### src/rtl/uart_pkg.sv
// Shared types and constants for the buffered UART transmitter.
// Optional build macro: UART_TX_PARITY_EN (adds the PARITY state).
package uart_pkg;

    localparam int DATA_BITS        = 8;
    localparam int CLKS_PER_BIT_DEF = 87;

    typedef enum logic [2:0] {
        IDLE,
        START,
        DATA,
        STOP,
        PARITY
    } tx_state_t;

endpackage

### src/rtl/uart_tx_buffered_if.sv
// Write port and line/status signals of the buffered UART transmitter.
// master drives bytes in; slave is the transmitter itself.
interface uart_tx_buffered_if #(
    parameter int FIFO_DEPTH = 8
) ();
    import uart_pkg::*;

    logic                        i_Tx_DV;
    logic [DATA_BITS-1:0]        i_Tx_Byte;
    logic                        o_Tx_Ready;
    logic                        o_Tx_Serial;
    logic                        o_Tx_Active;
    logic                        o_Tx_Done;
    logic [$clog2(FIFO_DEPTH):0] o_Fifo_Count;
    logic                        o_Overflow;

    modport master (
        output i_Tx_DV, i_Tx_Byte,
        input  o_Tx_Ready, o_Tx_Serial, o_Tx_Active,
        input  o_Tx_Done, o_Fifo_Count, o_Overflow
    );

    modport slave (
        input  i_Tx_DV, i_Tx_Byte,
        output o_Tx_Ready, o_Tx_Serial, o_Tx_Active,
        output o_Tx_Done, o_Fifo_Count, o_Overflow
    );

endinterface

### src/rtl/uart_sync_fifo.sv
// Synchronous FIFO with occupancy count; DEPTH must be a power of two.
// Pointers wrap naturally; a same-cycle write and read keep the count.
module uart_sync_fifo #(
    parameter int DEPTH = 8,
    parameter int WIDTH = 8
) (
    input  logic                     clk,
    input  logic                     rst,
    input  logic                     wr_en,
    input  logic [WIDTH-1:0]         wr_data,
    input  logic                     rd_en,
    output logic [WIDTH-1:0]         rd_data,
    output logic                     full,
    output logic                     empty,
    output logic [$clog2(DEPTH):0]   count
);
    localparam int AW = $clog2(DEPTH);

    logic [WIDTH-1:0] mem [DEPTH];
    logic [AW-1:0]    wr_ptr;
    logic [AW-1:0]    rd_ptr;
    logic             do_wr;
    logic             do_rd;

    assign full    = (count == (AW+1)'(DEPTH));
    assign empty   = (count == '0);
    assign do_wr   = wr_en && !full;
    assign do_rd   = rd_en && !empty;
    assign rd_data = mem[rd_ptr];

    // Pointer and occupancy bookkeeping.
    always_ff @(posedge clk or posedge rst) begin
        if (rst) begin
            wr_ptr <= '0;
            rd_ptr <= '0;
            count  <= '0;
        end else begin
            if (do_wr) wr_ptr <= wr_ptr + 1'b1;
            if (do_rd) rd_ptr <= rd_ptr + 1'b1;
            unique case ({do_wr, do_rd})
                2'b10:   count <= count + 1'b1;
                2'b01:   count <= count - 1'b1;
                default: count <= count;
            endcase
        end
    end

    // Storage array; contents need no reset.
    always_ff @(posedge clk) begin
        if (do_wr) mem[wr_ptr] <= wr_data;
    end

endmodule

### src/rtl/uart_tx_buffered.sv
// Buffered 8N1 UART transmitter, LSB first, fed from a small FIFO.
// Optional build macro: UART_TX_PARITY_EN (even parity bit before STOP).
module uart_tx_buffered
    import uart_pkg::*;
#(
    parameter int CLKS_PER_BIT = CLKS_PER_BIT_DEF,
    parameter int FIFO_DEPTH   = 8
) (
    input  logic               i_Clock,
    input  logic               i_Reset,
    uart_tx_buffered_if.slave  tx
);
    localparam int CW = $clog2(CLKS_PER_BIT);
    localparam int BW = $clog2(DATA_BITS);
    localparam int NW = $clog2(FIFO_DEPTH) + 1;

    tx_state_t            state;
    logic [CW-1:0]        clk_cnt;
    logic [BW-1:0]        bit_idx;
    logic [DATA_BITS-1:0] shift;
    logic                 serial;
    logic                 active;
    logic                 done;
    logic                 overflow;
`ifdef UART_TX_PARITY_EN
    logic                 par_bit;
`endif

    logic                 fifo_full;
    logic                 fifo_empty;
    logic [DATA_BITS-1:0] fifo_data;
    logic [NW-1:0]        fifo_count;
    logic                 ready;
    logic                 accept;
    logic                 pop;
    logic                 bit_end;

    assign ready   = !fifo_full;
    assign accept  = tx.i_Tx_DV && ready;
    assign pop     = (state == IDLE) && !fifo_empty;
    assign bit_end = (clk_cnt == CW'(CLKS_PER_BIT - 1));

    uart_sync_fifo #(
        .DEPTH (FIFO_DEPTH),
        .WIDTH (DATA_BITS)
    ) u_fifo (
        .clk     (i_Clock),
        .rst     (i_Reset),
        .wr_en   (accept),
        .wr_data (tx.i_Tx_Byte),
        .rd_en   (pop),
        .rd_data (fifo_data),
        .full    (fifo_full),
        .empty   (fifo_empty),
        .count   (fifo_count)
    );

    // Flag a write strobe that arrives while the FIFO is full.
    always_ff @(posedge i_Clock or posedge i_Reset) begin
        if (i_Reset) overflow <= 1'b0;
        else         overflow <= tx.i_Tx_DV && !ready;
    end

    // Serializer: one frame per popped byte, registered line outputs.
    always_ff @(posedge i_Clock or posedge i_Reset) begin
        if (i_Reset) begin
            state   <= IDLE;
            clk_cnt <= '0;
            bit_idx <= '0;
            shift   <= '0;
            serial  <= 1'b1;
            active  <= 1'b0;
            done    <= 1'b0;
`ifdef UART_TX_PARITY_EN
            par_bit <= 1'b0;
`endif
        end else begin
            done <= 1'b0;
            unique case (state)
                IDLE: begin
                    serial  <= 1'b1;
                    active  <= 1'b0;
                    clk_cnt <= '0;
                    bit_idx <= '0;
                    if (!fifo_empty) begin
                        shift  <= fifo_data;
                        state  <= START;
                        serial <= 1'b0;
                        active <= 1'b1;
`ifdef UART_TX_PARITY_EN
                        par_bit <= ^fifo_data;
`endif
                    end
                end
                START: begin
                    if (bit_end) begin
                        clk_cnt <= '0;
                        state   <= DATA;
                        serial  <= shift[0];
                    end else begin
                        clk_cnt <= clk_cnt + 1'b1;
                    end
                end
                DATA: begin
                    if (bit_end) begin
                        clk_cnt <= '0;
                        shift   <= shift >> 1;
                        if (bit_idx == BW'(DATA_BITS - 1)) begin
                            bit_idx <= '0;
`ifdef UART_TX_PARITY_EN
                            state  <= PARITY;
                            serial <= par_bit;
`else
                            state  <= STOP;
                            serial <= 1'b1;
`endif
                        end else begin
                            bit_idx <= bit_idx + 1'b1;
                            serial  <= shift[1];
                        end
                    end else begin
                        clk_cnt <= clk_cnt + 1'b1;
                    end
                end
                PARITY: begin
`ifdef UART_TX_PARITY_EN
                    if (bit_end) begin
                        clk_cnt <= '0;
                        state   <= STOP;
                        serial  <= 1'b1;
                    end else begin
                        clk_cnt <= clk_cnt + 1'b1;
                    end
`else
                    state <= IDLE;
`endif
                end
                STOP: begin
                    if (bit_end) begin
                        clk_cnt <= '0;
                        state   <= IDLE;
                        active  <= 1'b0;
                        serial  <= 1'b1;
                    end else begin
                        clk_cnt <= clk_cnt + 1'b1;
                        done    <= (clk_cnt == CW'(CLKS_PER_BIT - 2));
                    end
                end
                default: state <= IDLE;
            endcase
        end
    end

    assign tx.o_Tx_Ready   = ready;
    assign tx.o_Tx_Serial  = serial;
    assign tx.o_Tx_Active  = active;
    assign tx.o_Tx_Done    = done;
    assign tx.o_Fifo_Count = fifo_count;
    assign tx.o_Overflow   = overflow;

endmodule

### src/flat_wrapper.sv
// flat-port wrapper written by rule: the top's interface ports become plain ports
module uart_tx_buffered_flat import uart_pkg::*;
#(
    parameter int CLKS_PER_BIT = CLKS_PER_BIT_DEF,
    parameter int FIFO_DEPTH   = 8
)
  (i_Clock, i_Reset, tx_i_Tx_DV, tx_i_Tx_Byte, tx_o_Tx_Ready, tx_o_Tx_Serial, tx_o_Tx_Active, tx_o_Tx_Done, tx_o_Fifo_Count, tx_o_Overflow);
  uart_tx_buffered_if #(.FIFO_DEPTH(FIFO_DEPTH)) tx_i ();
  input  logic i_Clock;
  input  logic i_Reset;
  input wire logic [$bits(tx_i.i_Tx_DV)-1:0] tx_i_Tx_DV;
  input wire logic [$bits(tx_i.i_Tx_Byte)-1:0] tx_i_Tx_Byte;
  output wire logic [$bits(tx_i.o_Tx_Ready)-1:0] tx_o_Tx_Ready;
  output wire logic [$bits(tx_i.o_Tx_Serial)-1:0] tx_o_Tx_Serial;
  output wire logic [$bits(tx_i.o_Tx_Active)-1:0] tx_o_Tx_Active;
  output wire logic [$bits(tx_i.o_Tx_Done)-1:0] tx_o_Tx_Done;
  output wire logic [$bits(tx_i.o_Fifo_Count)-1:0] tx_o_Fifo_Count;
  output wire logic [$bits(tx_i.o_Overflow)-1:0] tx_o_Overflow;
  assign tx_i.i_Tx_DV = tx_i_Tx_DV;
  assign tx_i.i_Tx_Byte = tx_i_Tx_Byte;
  assign tx_o_Tx_Ready = tx_i.o_Tx_Ready;
  assign tx_o_Tx_Serial = tx_i.o_Tx_Serial;
  assign tx_o_Tx_Active = tx_i.o_Tx_Active;
  assign tx_o_Tx_Done = tx_i.o_Tx_Done;
  assign tx_o_Fifo_Count = tx_i.o_Fifo_Count;
  assign tx_o_Overflow = tx_i.o_Overflow;
  uart_tx_buffered #(.CLKS_PER_BIT(CLKS_PER_BIT), .FIFO_DEPTH(FIFO_DEPTH)) u_core (.i_Clock(i_Clock), .i_Reset(i_Reset), .tx(tx_i));
endmodule
### config.mk
export PLATFORM = sky130hd
export DESIGN_NAME = uart_tx_buffered_flat
export DESIGN_NICKNAME = d
export VERILOG_FILES = /design/src/rtl/uart_pkg.sv /design/src/rtl/uart_tx_buffered_if.sv /design/src/rtl/uart_sync_fifo.sv /design/src/rtl/uart_tx_buffered.sv /design/src/flat_wrapper.sv
export SDC_FILE = /design/constraint.sdc
export NUM_CORES = 1
export LEC_CHECK = 0
export CAP_MARGIN = 20
export CORE_AREA = 2 2 92 94
export CTS_BUF_LIST = sky130_fd_sc_hd__clkbuf_4 sky130_fd_sc_hd__clkbuf_8
export DETAILED_ROUTE_END_ITERATION = 8
export DIE_AREA = 0 0 94 96
export HOLD_SLACK_MARGIN = 0.15
export MAX_ROUTING_LAYER = met4
export PLACE_DENSITY = 0.8
export SYNTH_ARGS = -nofsm -noshare
export SYNTH_HDL_FRONTEND = slang
export SYNTH_SLANG_ARGS = --single-unit
### constraint.sdc
create_clock -name i_Clock -period 2.7 [get_ports i_Clock]
set_input_delay 0.54 -clock i_Clock [delete_from_list [all_inputs] [get_ports i_Clock]]
set_output_delay 0.54 -clock i_Clock [all_outputs]
set_load 0.1 [all_outputs]
==> results of run 1 <==
-- cell usage in the layout (no fill, tap or decap), types with 3 or more instances in the layout --
cell type        synthesis  layout
o22ai_1                  3       3
ha_1                    16      15
clkdlybuf4s50_1          0      10
mux4_2                   7       7
nor2b_1                  3       3
xor2_1                   4       4
dfrtp_2                  0       3
nor2_1                  14      13
o21ai_1                  9       9
o21ai_0                 14      14
mux2i_1                 10      10
mux2_2                  10      10
buf_4                    0      19
a21oi_1                  6       6
nand2b_1                 4       4
nor3_1                   5       5
edfxtp_1                64      64
and3_1                   3       3
clkbuf_8                 0       9
dfrtp_1                 33      29
mux4_1                   9       9
xnor2_1                  4       4
inv_1                    9       9
nand2_1                 13      12
-- sequential cells by signal, indices dropped and copies added, names as in the netlist --
signal	flops
u_core.bit_idx	3
u_core.clk_cnt	7
u_core.shift	8
u_core.state	2
u_core.tx.o_Overflow	1
u_core.tx.o_Tx_Active	1
u_core.tx.o_Tx_Done	1
u_core.tx.o_Tx_Serial	1
u_core.u_fifo.count	4
u_core.u_fifo.mem	64
u_core.u_fifo.rd_ptr	3
u_core.u_fifo.wr_ptr	3
-- logic make-up after synthesis --
group                    Yosys count  share of synthesized area
AO/OA/AOI/OAI                     45                     0.0622
buffers and inverters             19                     0.0226
adder cells (fa/ha/maj)           16                     0.0463
AND/OR/NAND/NOR                   55                     0.0651
XOR/XNOR                           8                     0.0162
multiplexers                      38                      0.146
flip-flops                        98                      0.642
-- final timing paths --
path	startpoint	to	slack, ps	cells after the start
max in group asynchronous	i_Reset	u_core.u_fifo.count[1]$_DFFE_PP0P_	1790	3
worst max register to register	u_core.u_fifo.count[1]$_DFFE_PP0P_	u_core.u_fifo.count[2]$_DFFE_PP0P_	270	9
min in group asynchronous	i_Reset	u_core.clk_cnt[4]$_DFFE_PP0P_	570	3
worst min register to register	u_core.bit_idx[0]$_DFFE_PP0P_	u_core.bit_idx[0]$_DFFE_PP0P_	490	1
worst min-delay path	u_core.bit_idx[0]$_DFFE_PP0P_	u_core.bit_idx[0]$_DFFE_PP0P_	490	1
worst max-delay path	u_core.u_fifo.count[1]$_DFFE_PP0P_	u_core.u_fifo.count[2]$_DFFE_PP0P_	270	9
-- metrics by stage --
| stage | hold slack, ps | cells | util |
|---|---|---|---|
| 2_1_floorplan | 463 | 279 | - |
| 3_3_place_gp | 480 | 404 | 0.579 |
| 3_5_place_dp | 487 | 404 | 0.579 |
| 4_1_cts | 503 | 420 | 0.605 |
| 5_1_grt | 521 | 420 | 0.606 |
| 6_report | 493 | 420 | 0.606 |
-- power by group through the flow --
stage | combinational (mW) | clock [mW] | sequential [mW]
final | 2.15 | 0.982 | 2.35
after detailed placement | 2.14 | 0 | 2.39
after global routing | 2.35 | 1.07 | 2.41
after floorplan | 1.55 | 0 | 2.51
after global placement | 2.07 | 0 | 2.36
after CTS | 2.16 | 1.00 | 2.36
-- per-layer routing --
metal | part of all wire | vias to the layer above | wire (µm) | GRT usage
li1 | - | 1132 | - | -
met1 | 0.44 | 1208 | 3290 | 0.228
met2 | 0.50 | 37 | 3750 | 0.304
met3 | 0.034 | 9 | 250 | 0.0439
met4 | 0.019 | 0 | 140 | 0.0821
met5 | 0 | - | 0 | -
-- worst max-delay path, delay by kind of cell (launching register included) --
| family | cells | cell delay [ps] |
|---|---|---|
| and+or+nand+nor | 3 | 770 |
| DFF | 1 | 530 |
| AOI/OAI and AO/OA | 1 | 170 |
| adders and majority gates | 2 | 400 |
| xor gates and xnor gates | 3 | 450 |
-- area by class of cell --
class	instances	area, µm²
sequential	98	2780
timing repair buffer	29	243
multi-input combinational	162	1470
clock buffer	9	124
inverter	10	37.5
fill	604	3180
clock inverter	7	86.3
tap	105	131
==> summary.md, run 1 <==
| Metric | Value |
|---|---|
| Run status | `finished, final reports clean` |
| Vias in the first global route | `2374` |
| Layout Nets | `337` |
| Synthesized netlist net count | `306` |
| Final worst-path cycle share | `0.901` |
| Clk pwr share | `0.179` |
| Netlist Area Pre-Place | `4320 µm²` |
| Worst relative slew slack | `0.386` |
| Critical Path Most Common Cell | `xor2_1` |
| Final hold vios | `0` |
| Pwr Total | `between 5 and 6 mW` |
| CP arrival | `2690 ps` |
| Syn Inst Count | `roughly 280` |
| Most frequent cell after synthesis | `edfxtp_1` |
| First-pass GRT wire length | `12200 µm` |
| Synth cell count leaders | `64 x edfxtp_1, 33 x dfrtp_1, 16 x ha_1` |
| Part of the power in registers | `0.429` |
| Cts bufs inserted | `9` |
| Endpoints failing setup | `0` |
| Final min period | `2430 ps` |
| Max Cap Viol | `0` |
| Share of the synthesized area in the top cell type | `0.445` |
| Critical-path top delay cell | `dfrtp_4` |
| Total leakage power | `1.88 nW` |
| Crit-path max FO | `9` |
| N_diodes | `0` |
| TritonCTS clock tree | `done` |
| RSZ-0062 raised after global routing | `no` |
| Die Wd | `~94 µm` |
| Yosys synthesis warning count | `0` |
| Vias per inst | `around 5.7` |
| Initial antenna violation count | `0` |
| Area after DPL | `~4700 µm²` |
| Longest Clk Path Bufs | `2` |
| Part of the power in combinational logic | `0.392` |
| Req. time, crit path | `2950 ps` |
| Register area share after synthesis | `0.642` |
| Full die area | `9020 µm²` |
| CTS Hold Bufs | `0` |
| Final setup skew | `10.0 ps` |
| Internal power | `3.35 mW` |
| WS Path Type | `register to register` |
| Post-DR wirelength/cell | `~18 µm` |
| Hold Path Class | `register to register` |
| Root Driver | `clkbuf_8` |
| H-tree levels | `3` |
| Setup ws final | `266 ps` |
| Clock input transition at the sequential cells of the worst setup and hold paths | `around 100 ps` |
| Die Ht | `96 µm` |
| Residual DRC count | `0` |
| Synth unique cells | `49` |
| Peak supply drop | `0.574 mV` |
| Net Sw Frac | `0.388` |
| Site row count | `33` |
| CP peak stage delay | `530 ps` |
| Layout cells sized above 1 | `0.203` |
| Max-slew violation count | `0` |
| Top post-synthesis cells by area | `edfxtp_1 44%, dfrtp_1 19%, mux4_1 5.5%` |
| Worst path cell trace | `nor4_1 -> nor2_2 -> ha_4 -> xor2_1 -> ha_1 -> a21oi_1 -> xor2_1 -> nor2_1 -> xor2_1` |
| GRT Resource Usage Total | `0.187` |
| Power Density | `1120 nW/µm²` |
| Pre-antenna DRT Iters | `4` |
| Initial drt markers | `between 100 and 150` |
| Post_cts resized | `0` |
| Post-Syn Area per Cell | `roughly 15 µm²` |
| Aggregate routed wire length | `7430 µm` |
| Cell taking the most area after synthesis | `edfxtp_1` |
| Worst Setup End Kind | `register` |
| Post-CTS setup buffers | `0` |
| Top_reg_cell synth | `edfxtp_1` |
| Synth Register Bits | `98` |
| Final non-filler cell area | `between 4000 and 5000 µm²` |
| Worst-Margin Slew | `921 ps` |
| Gpl congestion | `0.761` |
| Num Clock Sinks | `98` |
| Total grt overflow | `0` |
| Area Growth Syn to Fin | `12.8%` |
| Via count | `2386` |
| Post-DP HPWL | `4920 µm` |
| I/O Buffers | `19` |
| Top Ports | `20` |
| Initial Util | `0.537` |
| Post-synth EDFFs | `64` |
| Clock latency at the later pin of the worst-skew pair | `360 ps` |
| Max frequency | `approximately 400 MHz` |
| Core region area | `around 8000 µm²` |
| Post-Place Worst Slack | `195 ps` |
| Largest net degree at the start of global routing | `35` |
| NetSw | `2.13 mW` |
| Crit start category | `register` |
| Antenna viol nets, final | `0` |
| Asr flop ratio synth | `0.347` |
| Setup TNS | `0 ps` |
Power figures use the tool's default switching activity.
==> inputs of run 2 (changes only) <==
--- a/config.mk
+++ b/config.mk
@@ -6,13 +6,14 @@
 export NUM_CORES = 1
 export LEC_CHECK = 0
 export CAP_MARGIN = 20
-export CORE_AREA = 2 2 92 94
+export CORE_AREA = 2 2 95 97
 export CTS_BUF_LIST = sky130_fd_sc_hd__clkbuf_4 sky130_fd_sc_hd__clkbuf_8
 export DETAILED_ROUTE_END_ITERATION = 8
-export DIE_AREA = 0 0 94 96
+export DIE_AREA = 0 0 97 99
 export HOLD_SLACK_MARGIN = 0.15
 export MAX_ROUTING_LAYER = met4
 export PLACE_DENSITY = 0.8
 export SYNTH_ARGS = -nofsm -noshare
 export SYNTH_HDL_FRONTEND = slang
+export SYNTH_HIERARCHICAL = 1
 export SYNTH_SLANG_ARGS = --single-unit
==> run 2 against run 1 <==
Effect of this change:
- combinational power decreased by 58%
- clock power fell by 2.5%
- critical path depth is the same
- synthesized cell count grew 10%
- largest power group unchanged
==> summary.md, run 2 <==
| Metric | Value |
|---|---|
| Top_reg_cell synth | `edfxtp_1` |
| Cell taking the most area after synthesis | `edfxtp_1` |
| Root Driver | `clkbuf_8` |
| Core region area | `8550 µm²` |
| Aggregate routed wire length | `8090 µm` |
| Run status | `finished, final reports clean` |
| Gpl congestion | `0.814` |
| Worst path cell trace | `or4b_4 -> inv_4 -> nor2b_4 -> nand2_2 -> ha_4 -> ha_4 -> or4b_4 -> o311ai_1 -> o211ai_1` |
| Max frequency | `380 MHz` |
| R2R Setup Slk | `between 60 and 70 ps` |
| Reg2Reg Depth | `9` |
| Core Util, Final | `0.610` |
| Crit start category | `register` |
| Hold Path Class | `primary input to async pin` |
| Top delay family on crit path | `simple AND/OR/NAND/NOR gates` |
| Final hold vios | `0` |
| Power Density | `731 nW/µm²` |
| Final worst-path cycle share | `0.975` |
| Dpl cells | `between 400 and 500` |
| Top Ports | `20` |
| Synth Register Bits | `98` |
| Worst-Margin Slew | `approximately 470 ps` |
| Reg-to-reg endpoint | `u_core/u_fifo/count[3]$_DFFE_PP0P_` |
| Post-DR wirelength/cell | `17.7 µm` |
| Most frequent cells in the layout | `64 x edfxtp_1, 29 x dfrtp_1, 27 x buf_4` |
| Total leakage power | `between 1.5 and 2 nW` |
| Area Growth Syn to Fin | `13.6%` |
| Synthesized netlist net count | `335` |
| Number of flip-flops under the largest register name | `64` |
| Max-slew violation count | `0` |
| Layout cells sized above 1 | `0.241` |
| WS Path Type | `register to register` |
| H-tree levels | `3` |
| Final min period | `between 2000 and 3000 ps` |
| N_diodes | `0` |
| Synth unique cells | `57` |
| Endpoints failing setup | `0` |
| Via count | `around 2700` |
| RR Startpoint | `u_core/u_fifo/count[2]$_DFFE_PP0P_` |
| First-pass GRT wire length | `13300 µm` |
| Critical-path top delay cell | `or4b_4` |
| Total grt overflow | `0` |
| Post-DP HPWL | `~5400 µm` |
| Site row count | `34` |
| Die Ht | `99 µm` |
| Post-synth EDFFs | `64` |
| Die Wd | `just under 100 µm` |
| CP peak stage delay | `610 ps` |
| Initial Util | `0.537` |
| Register area share after synthesis | `0.604` |
| Share of the synthesized area in the top cell type | `0.419` |
| Residual DRC count | `0` |
| Synth cell count leaders | `64 x edfxtp_1, 33 x dfrtp_1, 23 x nor2_1` |
| Antenna viol nets, final | `0` |
| Layout fillers | `622` |
| Top post-synthesis cells by area | `edfxtp_1 42%, dfrtp_1 18%, mux4_1 9.2%` |
| Worst Setup End Kind | `register` |
| CP arrival | `2880 ps` |
| Internal power | `between 2 and 3 mW` |
| Net Sw Frac | `0.341` |
| Final std cells w/o fill | `~460` |
| Vias per inst | `5.82` |
| Hold WS | `~330 ps` |
| Layout Nets | `371` |
| Seq. cell area | `2790 µm²` |
| I/O Buffers | `19` |
| Pwr Total | `3.81 mW` |
| Part of the power in combinational logic | `0.236` |
| Post-Place Worst Slack | `around 12 ps` |
| Clock input transition at the sequential cells of the worst setup and hold paths | `around 100 ps` |
| Netlist Area Pre-Place | `~4600 µm²` |
| Largest net degree at the start of global routing | `24` |
| Initial drt markers | `158` |
| Post-Syn Area per Cell | `14.9 µm²` |
| Full die area | `9600 µm²` |
| Most frequent cell after synthesis | `edfxtp_1` |
| GRT Resource Usage Total | `0.184` |
| Initial antenna violation count | `0` |
| Most common cell after layout, fill and taps aside | `edfxtp_1` |
| Cts bufs inserted | `9` |
| Clk pwr share | `0.251` |
| Pre-antenna DRT Iters | `4` |
| Most flop-heavy register | `u_core/u_fifo/mem` |
| Yosys synthesis warning count | `6` |
| Max Cap Viol | `0` |
| Setup ws final | `roughly 67 ps` |
| Part of the power in registers | `0.513` |
| Crit-path max FO | `6` |
| Peak supply drop | `0.573 mV` |
| Req. time, crit path | `a little under 3000 ps` |
| Final setup skew | `15.1 ps` |
| Syn Inst Count | `308` |
| Clock latency at the later pin of the worst-skew pair | `370 ps` |
| CTS Hold Bufs | `0` |
| Longest Clk Path Bufs | `2` |
| Asr flop ratio synth | `0.347` |
| Multi-input gate area | `1720 µm²` |
| TritonCTS clock tree | `done` |
| Worst Path Buf+Inv | `1` |
| NetSw | `1.30 mW` |
| Vias in the first global route | `2688` |
| Worst relative slew slack | `0.687` |
| Biggest regs | `u_core/u_fifo/mem (64), u_core/shift (8), u_core/clk_cnt (7)` |
| Num Clock Sinks | `98` |
run 2: area by class of cell:
class	instances	area share
clock inverters	7	0.0151
well taps	108	0.0259
multi-input cells	182	0.331
repair buffers	37	0.0580
flip-flops and latches	98	0.535
clock buffers	9	0.0237
inverters	16	0.0120
run 2: cells by family (layout without fill, tap and decap cells):
logic type | count (synthesis) | after routing | share of synthesized area
simple gates | 79 | 79 | 0.0951
flops | 98 | 98 | 0.604
buf+inv | 28 | 69 | 0.0332
compound gates | 47 | 47 | 0.0766
mux | 31 | 31 | 0.129
xor+xnor | 9 | 9 | 0.0172
fa+ha+maj | 16 | 16 | 0.0452
run 2: per-stage QoR:
| stage | area [µm²] | setup TNS, ps |
|---|---|---|
| global placement | 4970 | 0 |
| CTS | 5180 | 0 |
| floorplan | 4650 | 0 |
| detailed placement | 4970 | 0 |
| finish | 5220 | 0 |
| global route | 5220 | -14.4 |
run 2: worst max-delay path by stage:
stage,startpoint,endpoint,cells past startpoint
global placement,u_core/u_fifo/count[3]$_DFFE_PP0P_,u_core/u_fifo/count[3]$_DFFE_PP0P_,9
detailed placement,u_core/u_fifo/count[3]$_DFFE_PP0P_,u_core/u_fifo/count[3]$_DFFE_PP0P_,9
floorplan,u_core/u_fifo/count[2]$_DFFE_PP0P_,u_core/u_fifo/count[3]$_DFFE_PP0P_,9
global route,u_core/u_fifo/count[2]$_DFFE_PP0P_,u_core/u_fifo/count[3]$_DFFE_PP0P_,9
finish,u_core/u_fifo/count[2]$_DFFE_PP0P_,u_core/u_fifo/count[3]$_DFFE_PP0P_,9
CTS,u_core/u_fifo/count[2]$_DFFE_PP0P_,u_core/u_fifo/count[3]$_DFFE_PP0P_,9
run 2: worst reg2reg max path, stage by stage, from the launching register on:
cell      delay (ps)
dfrtp_4          520
or4b_4           610
inv_4            100
nor2b_4           50
nand2_2          110
ha_4             190
ha_4             230
or4b_4           470
o311ai_1         110
o211ai_1         140
run 2: what timing repair did:
action / 4_1_cts / 5_1_grt
setup endpoints to repair: 1 / 1
buffers inserted: 0 / 3
resized for setup: 1 / 2
run 2: layer usage:
layer | up-vias | global-route usage | part of all wire
li1 | 1266 | - | -
met1 | 1340 | 0.219 | 0.43
met2 | 46 | 0.318 | 0.53
met3 | 7 | 0.0461 | 0.031
met5 | - | - | 0
met4 | 0 | 0.0423 | 0.0080
run 2: power by group through the flow:
stage | registers, mW | logic [mW] | clock network (mW)
after detailed placement | 1.98 | 0.867 | 0
after floorplan | 2.18 | 0.396 | 0
after CTS | 1.95 | 0.874 | 0.983
final | 1.96 | 0.900 | 0.957
after global placement | 1.97 | 0.849 | 0
after global routing | 1.98 | 0.964 | 1.05
